`config.mk`:
```
export PLATFORM = sky130hd
export DESIGN_NAME = display_arbiter
export DESIGN_NICKNAME = d
export VERILOG_FILES = /design/src/rtl/display_arbiter.sv
export SDC_FILE = /design/constraint.sdc
export NUM_CORES = 1
export LEC_CHECK = 0
export CAP_MARGIN = 30
export CORE_MARGIN = 10
export CORE_UTILIZATION = 35
export DETAILED_ROUTE_END_ITERATION = 7
export PLACE_DENSITY = 0.76
export SLEW_MARGIN = 30
export SYNTH_ARGS = -nofsm -noshare
export SYNTH_HDL_FRONTEND = slang
export SYNTH_SLANG_ARGS = --single-unit
```
`constraint.sdc`:
```
create_clock -name clk -period 2.5 [get_ports clk]
set_input_delay 0.375 -clock clk [delete_from_list [all_inputs] [get_ports clk]]
set_output_delay 0.375 -clock clk [all_outputs]
set_load 0.005 [all_outputs]
```
`src/rtl/display_arbiter.sv`:
```
// Arbitrates three display sources (time, countdown, alert) onto one 8-digit driver.
// Alert preempts immediately; time and countdown share the display round-robin with a minimum hold.
module display_arbiter #(
  parameter int unsigned TICK_PERIOD = 100_000_000,
  parameter int unsigned HOLD_TICKS  = 3
) (
  input  logic        clk,
  input  logic        rst,
  input  logic [2:0]  req,
  input  logic [31:0] data0,
  input  logic [31:0] data1,
  input  logic [31:0] data2,
  output logic [2:0]  gnt,
  output logic [1:0]  owner,
  output logic [31:0] time_data
);

  localparam int unsigned CNT_W  = (TICK_PERIOD > 1) ? $clog2(TICK_PERIOD) : 1;
  localparam int unsigned HOLD_W = (HOLD_TICKS > 0) ? $clog2(HOLD_TICKS + 1) : 1;
  localparam logic [31:0] BLANK  = 32'hFFFF_FFFF;

  typedef enum logic [1:0] {
    IDLE   = 2'd0,
    OWN    = 2'd1,
    SWITCH = 2'd2
  } state_e;

  state_e            state_q;
  logic [2:0]        gnt_q;
  logic [1:0]        owner_q;
  logic              ptr_q;       // 0: source 0 wins a normal tie, 1: source 1 wins
  logic [HOLD_W-1:0] hold_cnt_q;
  logic              phase_q;
  logic [CNT_W-1:0]  tick_cnt_q;

  logic              tick;
  logic              hold_done;
  logic [1:0]        sel_d;
  logic              leave_d;

  assign tick      = (tick_cnt_q == CNT_W'(TICK_PERIOD - 1));
  assign hold_done = (hold_cnt_q == HOLD_W'(HOLD_TICKS));

  // NOTE: every combinational output gets a default first so no path can infer a latch.
  always_comb begin
    sel_d = 2'd3;
    if (req[2])                sel_d = 2'd2;
    else if (req[0] && req[1]) sel_d = {1'b0, ptr_q};
    else if (req[0])           sel_d = 2'd0;
    else if (req[1])           sel_d = 2'd1;
  end

  always_comb begin
    leave_d = 1'b1;
    case (owner_q)
      2'd0:    leave_d = !req[0] || req[2] || (req[1] && hold_done);
      2'd1:    leave_d = !req[1] || req[2] || (req[0] && hold_done);
      2'd2:    leave_d = !req[2];
      default: leave_d = 1'b1;
    endcase
  end

  // NOTE: sequential state uses non-blocking assignments only, so every register samples pre-edge values.
  always_ff @(posedge clk or posedge rst) begin
    if (rst) begin
      state_q    <= IDLE;
      gnt_q      <= 3'b000;
      owner_q    <= 2'd3;
      ptr_q      <= 1'b0;
      hold_cnt_q <= '0;
      phase_q    <= 1'b1;
      tick_cnt_q <= '0;
    end else begin
      tick_cnt_q <= tick ? '0 : tick_cnt_q + CNT_W'(1);

      case (state_q)
        IDLE, SWITCH: begin
          if (|req) begin
            state_q    <= OWN;
            gnt_q      <= 3'b001 << sel_d;
            owner_q    <= sel_d;
            hold_cnt_q <= '0;
            phase_q    <= 1'b1;
            if (sel_d != 2'd2) ptr_q <= ~sel_d[0];
          end else begin
            state_q <= IDLE;
            gnt_q   <= 3'b000;
            owner_q <= 2'd3;
          end
        end
        OWN: begin
          if (leave_d) begin
            state_q <= SWITCH;
            gnt_q   <= 3'b000;
            owner_q <= 2'd3;
          end else if (tick) begin
            if (!hold_done) hold_cnt_q <= hold_cnt_q + HOLD_W'(1);
            phase_q <= ~phase_q;
          end
        end
        default: begin
          state_q <= IDLE;
          gnt_q   <= 3'b000;
          owner_q <= 2'd3;
        end
      endcase
    end
  end

  // Combinational so a source updating its word is visible in the same cycle.
  always_comb begin
    time_data = BLANK;
    if (state_q == OWN) begin
      case (owner_q)
        2'd0:    time_data = data0;
        2'd1:    time_data = data1;
        2'd2:    time_data = phase_q ? data2 : BLANK;
        default: time_data = BLANK;
      endcase
    end
  end

  assign gnt   = gnt_q;
  assign owner = owner_q;

endmodule

```
# Word level (Yosys, flattened, before mapping)
# Cells that the tools add are included.
dict set report word_totals {
  elab_cells 69
  reg_bits 38
}
dict set report classes {
  n_reduce_logical 18
  bitwise_logic 2
  n_mux 27
  addsub 2
  shifts 1
  eq_ne 12
}
# cell count
set op_table {}
lappend op_table {{case mux 32 bit (3 select lines)} 1}
lappend op_table {{two-way mux 32 bit} 2}
lappend op_table {{adder 27 x 1 -> 27 bit (second input constant)} 1}
lappend op_table {{equality test 27 bit (second input constant)} 1}
lappend op_table {{two-way mux 27 bit} 1}
lappend op_table {{two-way mux 2 bit} 11}
lappend op_table {{!= test 2 bit (second input constant)} 6}
lappend op_table {{case mux 2 bit (2 select lines)} 3}
lappend op_table {{equality test 2 bit (second input constant)} 3}
lappend op_table {{two-way mux 3 bit} 2}
lappend op_table {{case mux 3 bit (2 select lines)} 1}
lappend op_table {{AND reduction 5 bit} 1}
lappend op_table {{equality test 2 x 1 -> 1 bit (second input constant)} 2}
lappend op_table {{zero test 2 bit} 2}
lappend op_table {{logical OR 1 bit} 4}
lappend op_table {{two-way mux 1 bit} 4}
lappend op_table {{AND reduction 4 bit} 1}
lappend op_table {{logical AND 1 bit} 3}
lappend op_table {{zero test 1 bit} 3}
lappend op_table {{case mux 1 bit (3 select lines)} 1}
lappend op_table {{AND reduction 3 bit} 1}
lappend op_table {{OR reduction 3 bit} 1}
lappend op_table {{left shift 1 x 2 -> 3 bit (first input constant)} 1}
lappend op_table {{adder 2 x 1 -> 2 bit (second input constant)} 1}
lappend op_table {{4 further kinds} 5}

# Longest topological paths before layout
# Gate-level depths: netlist (run 1).
dict set report logic_depth {
  depth_word 7
  depth_mapped 7
  ltp_nobuf 7
}

# Worst setup path after synthesis (run 1)
# No wires, ideal clock.
dict set report synth_timing {
  path_type {flip-flop to output port}
  from {register owner_q[0] (netlist: owner[0])}
  to {output port time_data[11]}
  slack_ns 0.527
  arrival_time_ns 1.598
  t_required_ns 2.125
  path_stages_with_launch 6
  path_buffers 2
  path_cell_list {dfstp_2 clkbuf_1 nand2b_1 clkbuf_1 nor3b_1 o21ai_0}
}
dict set report synth_between {
  elab_chain_cells 3
  word_cells_on_any_way 5
  classes_between {eq/ne: 2; mux: 2; reduce/logical: 1}
}
# item line_no
set synth_lines {}
lappend synth_lines {{from (decl)} 30} ;# logic [1:0] owner_q;
lappend synth_lines {{from (signal assigned)} 81} ;# owner_q <= sel_d;
lappend synth_lines {{equality test 2 bit, or another cell as far along} 114} ;# case (owner_q)
lappend synth_lines {{case mux 32 bit (3 select lines) (*)} 114}
lappend synth_lines {{two-way mux 32 bit (*)} 113} ;# if (state_q == OWN) begin
lappend synth_lines {{to (decl)} 15} ;# output logic [31:0] time_data
# Mark *: on every way between the ends. The rest lies on a longest branch, timed or not.

# Worst setup path in the final report (run 1)
dict set report layout_timing {
  from {register owner_q[0] (netlist: owner[0])}
  to {output port time_data[21]}
}
# Same word-level chain as after synthesis.

==> results.py, run 1 <==
metrics = {
    "power_and_ir_drop": {
        "vdd.ir_drop.worst_mv": 0.2999,
        "pwr_density_cell_nw_per_um2": 682.3,
        "leakage_nw": 1.720,
    },
    "floorplan": {
        "top_level_ports": 138,
        "design.die.area_sq_um": 11850,
        "die_width_microns": 108.8,
        "start_util_pct": 35.94,
        "die_height_microns": 108.8,
        "placementRows": 32,
        "floorplan.core_area_sq_um": 7687,
    },
    "finish": {
        "nNetsFinal": 552,
        "drive_gt1_share_pct": 7.333,
        "areaGrowthSynthToFinish_pct": 61.46,
        "n_antenna_cell": 0,
        "final_util_pct": 58.02,
    },
    "synth": {
        "syn-mean-instance-area_sq_um": 8.660,
        "postSynth.asyncResetShare_pct": 100.0,
        "synthCells": 319,
        "yosys.cell_types.count": 47,
        "top_cell_type_s_share_of_synthesized_area_pct": 31.70,
        "yosys.area.top_type": "dfrtp_1",
        "ys_seq_elements": 38,
        "synth_common_cells": "35 x dfrtp_1, 35 x o21ai_0, 33 x nor3b_1",
        "synth.area.top_cells": "dfrtp_1 32%, nor3b_1 9.0%, a211oi_1 8.7%, nor2b_1 7.2%, o21ai_0 6.3%",
        "postSynth.topFlopCell": "dfrtp_1",
        "synth.yosys.seq_area_share_pct": 34.56,
        "syn_nets": 422,
        "synth_area_sq_um": 2763,
        "synth-warning-count": 0,
        "synth-edff-count": 0,
    },
    "sta": {
        "timing_max_transition_violations_final": 0,
        "fin_crit_sh_pct": 97.62,
        "max_freq_mhz": 409.8,
        "worst_hold_slack_ns": 0.4815,
        "clock-skew-final_ns": 0.007711,
        "postLayoutSetupSlackWorst_ns": 0.05952,
        "number_of_failing_hold_endpoints_at_the_final_stage": 0,
        "max_slew_margin_pct": 68.47,
        "finalSetupViolCount": 0,
        "finalWorstPathRequiredPeriod_ns": 2.440,
        "worst_pin_slew_ns": 0.4729,
    },
    "worst_setup_path": {
        "worst-path-buf-inv": 2,
        "critical-path-max-stage-delay_ns": 0.58,
        "crit_path_start_kind": "register",
        "worstSetupPathType": "register to output port",
        "critPathSlowestCell": "dfstp_2",
        "worst-endpoint-arrival_ns": 2.07,
        "critPathTopFamily": "buffers and inverters",
        "path_cells": "nand2b_2 -> clkbuf_16 -> nor3b_1 -> o21ai_0 -> clkdlybuf4s50_1",
        "critPathCaptureType": "output port",
        "worstPathMaxFanout": 16,
        "timing.critical_path.required_ns": 2.12,
    },
    "cts": {
        "cts-hold-fix-buffers": 0,
        "cts.reportedPaths.clkPinSlew_ns": 0.08,
        "clockBufferDepth": 2,
        "cts.sinks": 38,
        "buffer_cell_driving_the_clock_tree_root": "clkbuf_8",
        "numCtsBuffers": 5,
        "tritoncts": "done",
        "clk_latency_ns": 0.29,
        "clock_tree.htree_level_count": 2,
    },
    "global_route": {
        "grt_first_pass_wirelength_mm": 15.33,
        "number_of_global_route_vias_before_repair": 2765,
        "groute.usage.overall_pct": 16.14,
        "global_route.overflow_total": 0,
        "pin_count_of_the_biggest_net_entering_global_routing": 44,
        "grt_antenna_before_repair": 0,
    },
    "place": {
        "place_worst_setup_slack_ns": 0.3062,
        "dp_hpwl_mm": 8.173,
        "port_buffers": 137,
        "gp_routability_congestion": 0.9125,
    },
    "outcome": {
        "outcome": "complete, no violations",
    },
    "drt": {
        "drt-initial-drc-count": 176,
        "drcViolationCount": 0,
        "routed_wirelength_mm": 10.50,
        "routedWlPerCell_microns": 19.02,
        "firstDrtPassIters": 4,
        "post_drt_via_cell_ratio": 5.451,
        "drt.antenna.violating_nets": 0,
        "routed-via-count": 3009,
    },
    "hold_path": {
        "worst_hold_path_type": "input port to asynchronous set/reset pin",
    },
    "run": {
        "cap_viol_max_count": 0,
    },
}
[routing by layer]
metal | share of wire, % | vias up | track usage, %
met2 | 47 | 132 | 26.03
met4 | 1.8 | 0 | 3.578
met5 | 0 | - | 0
met1 | 43 | 1437 | 20.95
met3 | 8.5 | 11 | 4.661
li1 | - | 1429 | -
[kinds of logic (layout without fill, tap and decap cells)]
kind of cell	count (synthesis)	in the layout	share of synthesized area, %
fa+ha+maj	2	2	0.9057
buf+inv	30	161	4.438
compound gates	84	84	19.57
simple gates	141	141	32.75
mux	3	3	1.132
flops	38	38	34.56
xor+xnor	21	21	6.658
[worst paths after layout]
path | from | end | slack, ns | depth (start not counted)
setup reg to reg | owner[0] | gnt[0] | 0.43 | 6
setup / recovery | owner[0] | time_data[21] | 0.06 | 5
hold / removal | rst | tick_cnt_q[17] | 0.48 | 3
max in group asynchronous | rst | owner[1] | 1.66 | 3
hold reg to reg | tick_cnt_q[23] | tick_cnt_q[23] | 0.49 | 1
min in group clk | tick_cnt_q[23] | tick_cnt_q[23] | 0.49 | 1
[where the power goes]
group	internal [mW]	switching, mW	total (mW)
sequential	0.675	0.0509	0.726
combinational	0.866	0.810	1.68
clock	0.426	0.216	0.642
[per-stage QoR]
step / area [sq um] / cells / TNS [ns] / total power, mW
3_3_place_gp: 4269 / 542 / 0 / 2.326
5_1_grt: 4461 / 552 / -0.004286 / 3.233
6_report: 4461 / 552 / 0 / 3.044
3_5_place_dp: 4269 / 542 / 0 / 2.343
4_1_cts: 4412 / 550 / 0 / 2.987
2_1_floorplan: 2763 / 319 / 0 / 1.508
[cells in the final DEF, fill, tap and decap left out, types with 2 or more instances in the layout]
master           instances
nand3_1                 13
nand2_1                 10
nand3b_1                 2
clkdlybuf4s50_1        133
nand4_1                  6
mux2i_1                  2
o21ai_0                 31
nor4b_1                  2
buf_12                   3
bufinv_16                2
dfstp_2                  3
xor2_1                  13
nor2b_1                 32
dfrtp_1                 35
clkbuf_8                 6
a21oi_1                  4
buf_4                    7
nor4_2                   3
xnor2_1                  8
o21ai_1                  5
o2bb2ai_1                2
and3_1                   5
inv_1                    4
ha_1                     2
nor3_1                   2
a211oi_1                32
dlymetal6s2s_1           4
nor3b_1                 33
nor2_1                  17
and4_1                   5
a22o_1                   2
[state kept, by name, indices dropped and copies added, names as in the netlist]
name,flops
tick_cnt_q,27
phase_q,1
state_q,2
gnt,3
owner,2
ptr_q,1
hold_cnt_q,2
[worst register-to-register path: cells and delay by family, from the launching register on]
kind,cells,cell delay (ns)
compound gates,2,0.68
flops,1,0.58
simple gates,2,0.26
mux,1,0.25
buf+inv,1,0.21
[cell type report]
type                            instances  area (sq um)
Fill cell                             677          3227
Multi-Input combinational cell        251          1690
Timing Repair Buffer                  149          1530
Sequential cell                        38         954.7
Tap cell                              102         127.6
Clock buffer                            6         82.58
Clock inverter                          2         60.06
Inverter                                4         15.01
[timing repair]
action / CTS / global route
setup buffers: 0 / 1
gates resized for setup: 0 / 10
endpoints found under the setup margin: 0 / 20
hold endpoints to repair: 0 / 0
Power figures use the tool's default switching activity.
==> inputs of run 2 (changes only) <==
- ABC_AREA: unset -> 1
- CTS_CLUSTER_SIZE: unset -> 28
==> run 2 against run 1 <==
Against the previous run: sequential share of layout area shrank 0.066 points; global-route usage grew 1.1 points; final cell count grew 21%; count of clock-buffer cells in the layout shrank 1; clock power shrank 20%; critical endpoint is now time_data[1].
==> results.py, run 2 <==
metrics = {
    "cts": {
        "cts.sinks": 38,
        "buffer_cell_driving_the_clock_tree_root": "clkbuf_8",
        "clk_latency_ns": 0.29,
        "numCtsBuffers": 5,
        "clockBufferDepth": 2,
        "cts.reportedPaths.clkPinSlew_ns": 0.08,
        "tritoncts": "done",
        "clock_tree.htree_level_count": 2,
    },
    "drt": {
        "routed_wirelength_mm": 11.18,
        "routed-via-count": 3463,
        "routedWlPerCell_microns": 16.74,
        "firstDrtPassIters": 5,
        "drcViolationCount": 0,
        "post_drt_via_cell_ratio": 5.184,
        "drt-initial-drc-count": 285,
        "drt.antenna.violating_nets": 0,
    },
    "synth": {
        "post-synth-top-count-cell": "nand2_1",
        "synth_common_cells": "129 x nand2_1, 42 x nand4_1, 42 x nor2_1",
        "synthCells": 426,
        "synth.area.top_cells": "dfrtp_1 31%, nand2_1 17%, nand4_1 9.3%, o21ai_0 6.9%, nor2_1 5.6%",
        "synth-warning-count": 0,
        "ys_seq_elements": 38,
        "synth_area_sq_um": 2811,
        "syn_nets": 529,
        "synth-edff-count": 0,
        "syn-mean-instance-area_sq_um": 6.600,
        "yosys.area.top_type": "dfrtp_1",
        "synth.yosys.seq_area_share_pct": 33.96,
        "yosys.cell_types.count": 28,
        "postSynth.topFlopCell": "dfrtp_1",
        "top_cell_type_s_share_of_synthesized_area_pct": 31.15,
        "postSynth.asyncResetShare_pct": 100.0,
    },
    "finish": {
        "n_antenna_cell": 0,
        "final-seq-area_sq_um": 954.7,
        "nNetsFinal": 668,
        "top_register": "tick_cnt_q",
        "drive_gt1_share_pct": 8.481,
        "areaGrowthSynthToFinish_pct": 59.15,
        "nFillCells": 720,
        "multi_input_comb_area_sq_um": 1649,
        "largest_register_ffs": 27,
        "final_common_cell": "clkdlybuf4s50_1",
        "mostFrequentLayoutCells": "137 x clkdlybuf4s50_1, 129 x nand2_1, 42 x nand4_1",
        "final_util_pct": 57.60,
    },
    "floorplan": {
        "die_height_microns": 109.6,
        "start_util_pct": 36.20,
        "die_width_microns": 109.6,
        "placementRows": 32,
        "floorplan.core_area_sq_um": 7767,
        "top_level_ports": 138,
        "design.die.area_sq_um": 12020,
    },
    "sta": {
        "worst_hold_slack_ns": 0.4790,
        "timing_max_transition_violations_final": 0,
        "finalSetupViolCount": 0,
        "worst_pin_slew_ns": 0.4795,
        "max_slew_margin_pct": 68.03,
        "fin_crit_sh_pct": 97.90,
        "clock-skew-final_ns": 0.005263,
        "finalWorstPathRequiredPeriod_ns": 2.447,
        "tns_ns": 0,
        "max_freq_mhz": 408.6,
        "number_of_failing_hold_endpoints_at_the_final_stage": 0,
    },
    "global_route": {
        "grt_first_pass_wirelength_mm": 16.52,
        "pin_count_of_the_biggest_net_entering_global_routing": 39,
        "number_of_global_route_vias_before_repair": 3097,
        "global_route.overflow_total": 0,
        "groute.usage.overall_pct": 17.24,
        "grt_antenna_before_repair": 0,
    },
    "worst_setup_path": {
        "crit-reg2reg-capture": "gnt[2]",
        "critPathCaptureType": "output port",
        "critPathSlowestCell": "dfstp_2",
        "ff2ff_path_depth": 7,
        "worstSetupPathType": "register to output port",
        "worst-endpoint-arrival_ns": 2.07,
        "timing.critical_path.required_ns": 2.12,
        "reg2reg_from": "owner[1]",
        "path_cells": "inv_2 -> nor2_4 -> buf_2 -> o21ai_0 -> nand4_1 -> clkdlybuf4s50_1",
        "crit_path_start_kind": "register",
        "worstPathMaxFanout": 8,
        "rrSetupSlack_ns": 0.80,
        "critical-path-max-stage-delay_ns": 0.62,
    },
    "power_and_ir_drop": {
        "power.clock.fraction_pct": 16.5,
        "power_frac_comb_pct": 58.7,
        "p_sw_share_pct": 37.97,
        "vdd.ir_drop.worst_mv": 0.3807,
        "sw_pwr_mw": 1.185,
        "leakage_nw": 1.780,
        "sequentialPowerShare_pct": 24.8,
        "pwr_density_cell_nw_per_um2": 697.2,
        "p_int_mw": 1.935,
    },
    "outcome": {
        "outcome": "complete, no violations",
    },
    "place": {
        "port_buffers": 137,
        "dp_hpwl_mm": 8.882,
        "gp_routability_congestion": 0.9787,
    },
    "run": {
        "cap_viol_max_count": 0,
    },
    "hold_path": {
        "worst_hold_path_type": "input port to asynchronous set/reset pin",
    },
}
==> run 2: layer usage <==
metal,wire [microns],global-route usage (%),vias to the layer above
met1,4709,22.16,1610
met3,761,3.452,15
met2,5531,28.79,147
met4,182,4.647,0
met5,0,0,-
li1,-,-,1691
==> run 2: per-stage QoR <==
stage                     area (sq um)  setup slack, ns  cells  power, mW
after floorplan                   2811           0.9022    426      1.551
after CTS                         4431          0.01967    665      3.050
after global routing              4474         -0.02221    668      3.322
after detailed placement          4318           0.3077    657      2.524
after global placement            4318           0.3636    657      2.497
final                             4474          0.05251    668      3.120
==> run 2: power by group through the flow <==
stage	clock network (mW)	registers, mW	logic (mW)
3_5_place_dp	0	0.781	1.74
6_report	0.516	0.773	1.83
2_1_floorplan	0	0.768	0.783
3_3_place_gp	0	0.778	1.72
5_1_grt	0.546	0.786	1.99
4_1_cts	0.527	0.769	1.75
==> run 2: worst max-delay path by stage <==
| stage | from | end | slack (ns) |
|---|---|---|---|
| after global routing | owner[1] | time_data[16] | -0.02 |
| after CTS | owner[1] | time_data[0] | 0.02 |
| after global placement | state_q[0] | time_data[24] | 0.36 |
| after floorplan | owner[1] | time_data[10] | 0.90 |
| after detailed placement | state_q[0] | time_data[3] | 0.31 |
| final | owner[1] | time_data[1] | 0.05 |
==> run 2: what timing repair did <==
action,4_1_cts,5_1_grt
resized for setup,1,6
hold buffers,0,0
gates cloned,0,1
hold endpoints to repair,0,0
setup endpoints to repair,2,32
pin swaps,0,1
buffers inserted,0,2
==> run 2: critical path: cells and delay by family (launching register included) <==
kind | cells | cell delay (ns)
AND/OR/NAND/NOR | 2 | 0.23
AO/OA/AOI/OAI | 1 | 0.11
flip-flops | 1 | 0.62
buffers and inverters | 3 | 0.81
==> run 2: kinds of logic after synthesis <==
group                      Yosys count  share of synthesized area, %
and+or+nand+nor                    264                         43.61
buffers and inverters               57                         7.744
AOI/OAI and AO/OA                   53                         10.06
DFF                                 38                         33.96
xor gates and xnor gates            12                         3.738
adders and majority gates            2                        0.8899
==> run 2: final cells by class <==
type / count / area share [%]
multi-input cells: 331 / 36.86
repair buffers: 147 / 33.00
flip-flops and latches: 38 / 21.34
inverters: 42 / 3.523
well taps: 102 / 2.852
clock buffers: 5 / 1.538
clock inverters: 3 / 0.8949
==> inputs of run 3 (changes only) <==
- CAP_MARGIN: 30 -> 15
- PLACE_DENSITY: 0.76 -> 0.71
- TNS_END_PERCENT: unset -> 50
==> run 3 against run 2 <==
Against the previous run: count of clock-buffer cells in the layout up 3; via count down 0.75%; routed wire length rose by 8.3%; power fell by 1.5%; combinational power up 4%; final cell count increased by 0.15%; final area is 0.34% higher; first-iteration DRC count is 3.9% higher; maximum frequency grew 1.8%; largest power group unchanged.
==> results.py, run 3 (synthesis results as in run 2) <==
metrics = {
    "sta": {
        "worst_pin_slew_ns": 0.5231,
        "max_slew_margin_pct": 64.86,
        "fin_crit_sh_pct": 96.20,
        "worst_hold_slack_ns": 0.4800,
        "clock-skew-final_ns": 0.005072,
        "number_of_failing_hold_endpoints_at_the_final_stage": 0,
        "timing_max_transition_violations_final": 0,
        "finalSetupViolCount": 0,
        "max_freq_mhz": 415.8,
        "finalWorstPathRequiredPeriod_ns": 2.405,
        "postLayoutSetupSlackWorst_ns": 0.09508,
    },
    "finish": {
        "final-seq-area_sq_um": 954.7,
        "top_register": "tick_cnt_q",
        "nFillCells": 744,
        "multi_input_comb_area_sq_um": 1657,
        "mostFrequentLayoutCells": "135 x clkdlybuf4s50_1, 129 x nand2_1, 42 x nand4_1",
        "nNetsFinal": 669,
        "areaGrowthSynthToFinish_pct": 59.68,
        "final_common_cell": "clkdlybuf4s50_1",
        "largest_register_ffs": 27,
        "drive_gt1_share_pct": 8.289,
        "n_antenna_cell": 0,
    },
    "cts": {
        "clk_latency_ns": 0.29,
        "clock_tree.htree_level_count": 2,
        "buffer_cell_driving_the_clock_tree_root": "clkbuf_8",
        "tritoncts": "done",
        "cts.sinks": 38,
        "clockBufferDepth": 2,
        "numCtsBuffers": 5,
        "cts.reportedPaths.clkPinSlew_ns": 0.07,
    },
    "worst_setup_path": {
        "crit-reg2reg-capture": "owner[0]",
        "crit_path_start_kind": "register",
        "timing.critical_path.required_ns": 2.12,
        "worstSetupPathType": "register to output port",
        "ff2ff_path_depth": 7,
        "critPathCaptureType": "output port",
        "rrSetupSlack_ns": 0.77,
        "worstPathMaxFanout": 16,
        "reg2reg_from": "owner[1]",
        "worst-endpoint-arrival_ns": 2.03,
    },
    "floorplan": {
        "placementRows": 32,
        "start_util_pct": 36.20,
        "die_width_microns": 109.6,
        "die_height_microns": 109.6,
        "floorplan.core_area_sq_um": 7767,
        "top_level_ports": 138,
        "design.die.area_sq_um": 12020,
    },
    "drt": {
        "routed_wirelength_mm": 12.11,
        "drt-initial-drc-count": 296,
        "drt.antenna.violating_nets": 0,
        "firstDrtPassIters": 5,
        "post_drt_via_cell_ratio": 5.138,
        "routed-via-count": 3437,
        "routedWlPerCell_microns": 18.11,
        "drcViolationCount": 0,
    },
    "global_route": {
        "grt_first_pass_wirelength_mm": 17.70,
        "global_route.overflow_total": 0,
        "pin_count_of_the_biggest_net_entering_global_routing": 39,
        "number_of_global_route_vias_before_repair": 3189,
        "grt_antenna_before_repair": 0,
        "groute.usage.overall_pct": 18.71,
    },
    "power_and_ir_drop": {
        "vdd.ir_drop.worst_mv": 0.3191,
        "leakage_nw": 1.779,
        "total_power_mw": 3.073,
        "pwr_density_cell_nw_per_um2": 684.6,
    },
    "place": {
        "port_buffers": 137,
        "gp_routability_congestion": 0.9248,
        "dp_hpwl_mm": 9.548,
        "place_worst_setup_slack_ns": 0.3490,
    },
    "hold_path": {
        "worst_hold_path_type": "input port to asynchronous set/reset pin",
    },
    "outcome": {
        "outcome": "complete, no violations",
    },
    "run": {
        "cap_viol_max_count": 0,
    },
}
-- run 3: changes by cell type in the layout (fill, tap and decap cells not counted), moves of 2 or more --
cell / delta
clkinv_2: -2
clkbuf_1: +3
dlymetal6s2s_1: +2
clkdlybuf4s50_1: -2
-- run 3: timing repair --
item                                    CTS  global route
hold buffers                              0             0
setup buffers                             0             1
resized for setup                         0            11
endpoints found under the setup margin    0            32
-- run 3: power by group --
group	switching, mW	internal (mW)
sequential	0.0651	0.704
combinational	0.935	0.961
clock	0.211	0.198
-- run 3: metal layers --
| metal | vias to the layer above | routed length, microns | GRT usage (%) | part of all wire, % |
|---|---|---|---|---|
| met2 | 135 | 6225 | 32.62 | 51 |
| met5 | - | 0 | 0 | 0 |
| met3 | 10 | 814 | 3.920 | 6.7 |
| met4 | 0 | 142 | 3.532 | 1.2 |
| met1 | 1600 | 4930 | 23.39 | 41 |
| li1 | 1692 | - | - | - |
-- run 3: area by class of cell --
cell class              count  area share, %
well taps                 102          2.843
repair buffers            148          33.70
clock buffers               8          1.784
flip-flops and latches     38          21.27
inverters                  42          3.512
multi-input cells         331          36.90
-- run 3: stage by stage --
step                setup TNS [ns]  instances  cell area [sq um]  util, %
floorplan                        0        426               2811        -
global placement                 0        658               4338    55.85
detailed placement               0        658               4338    55.85
CTS                              0        666               4418    56.88
global route             -0.004634        669               4489    57.80
finish                           0        669               4489    57.80
-- run 3: critical path, cell delays in order, from the launching register on --
cell and delay [ns]:
dfstp_2 0.62, inv_2 0.08, nor2_4 0.16, clkbuf_16 0.21, nand2_1 0.06, nand4_1 0.08
clkdlybuf4s50_1 0.54
-- run 3: worst max path at each step --
stage	start	to	depth (start not counted)
after floorplan	owner[1]	time_data[10]	5
after global placement	owner[1]	time_data[18]	6
after detailed placement	owner[1]	time_data[22]	6
after CTS	owner[1]	time_data[30]	6
after global routing	owner[1]	time_data[5]	6
final	owner[0]	time_data[2]	6
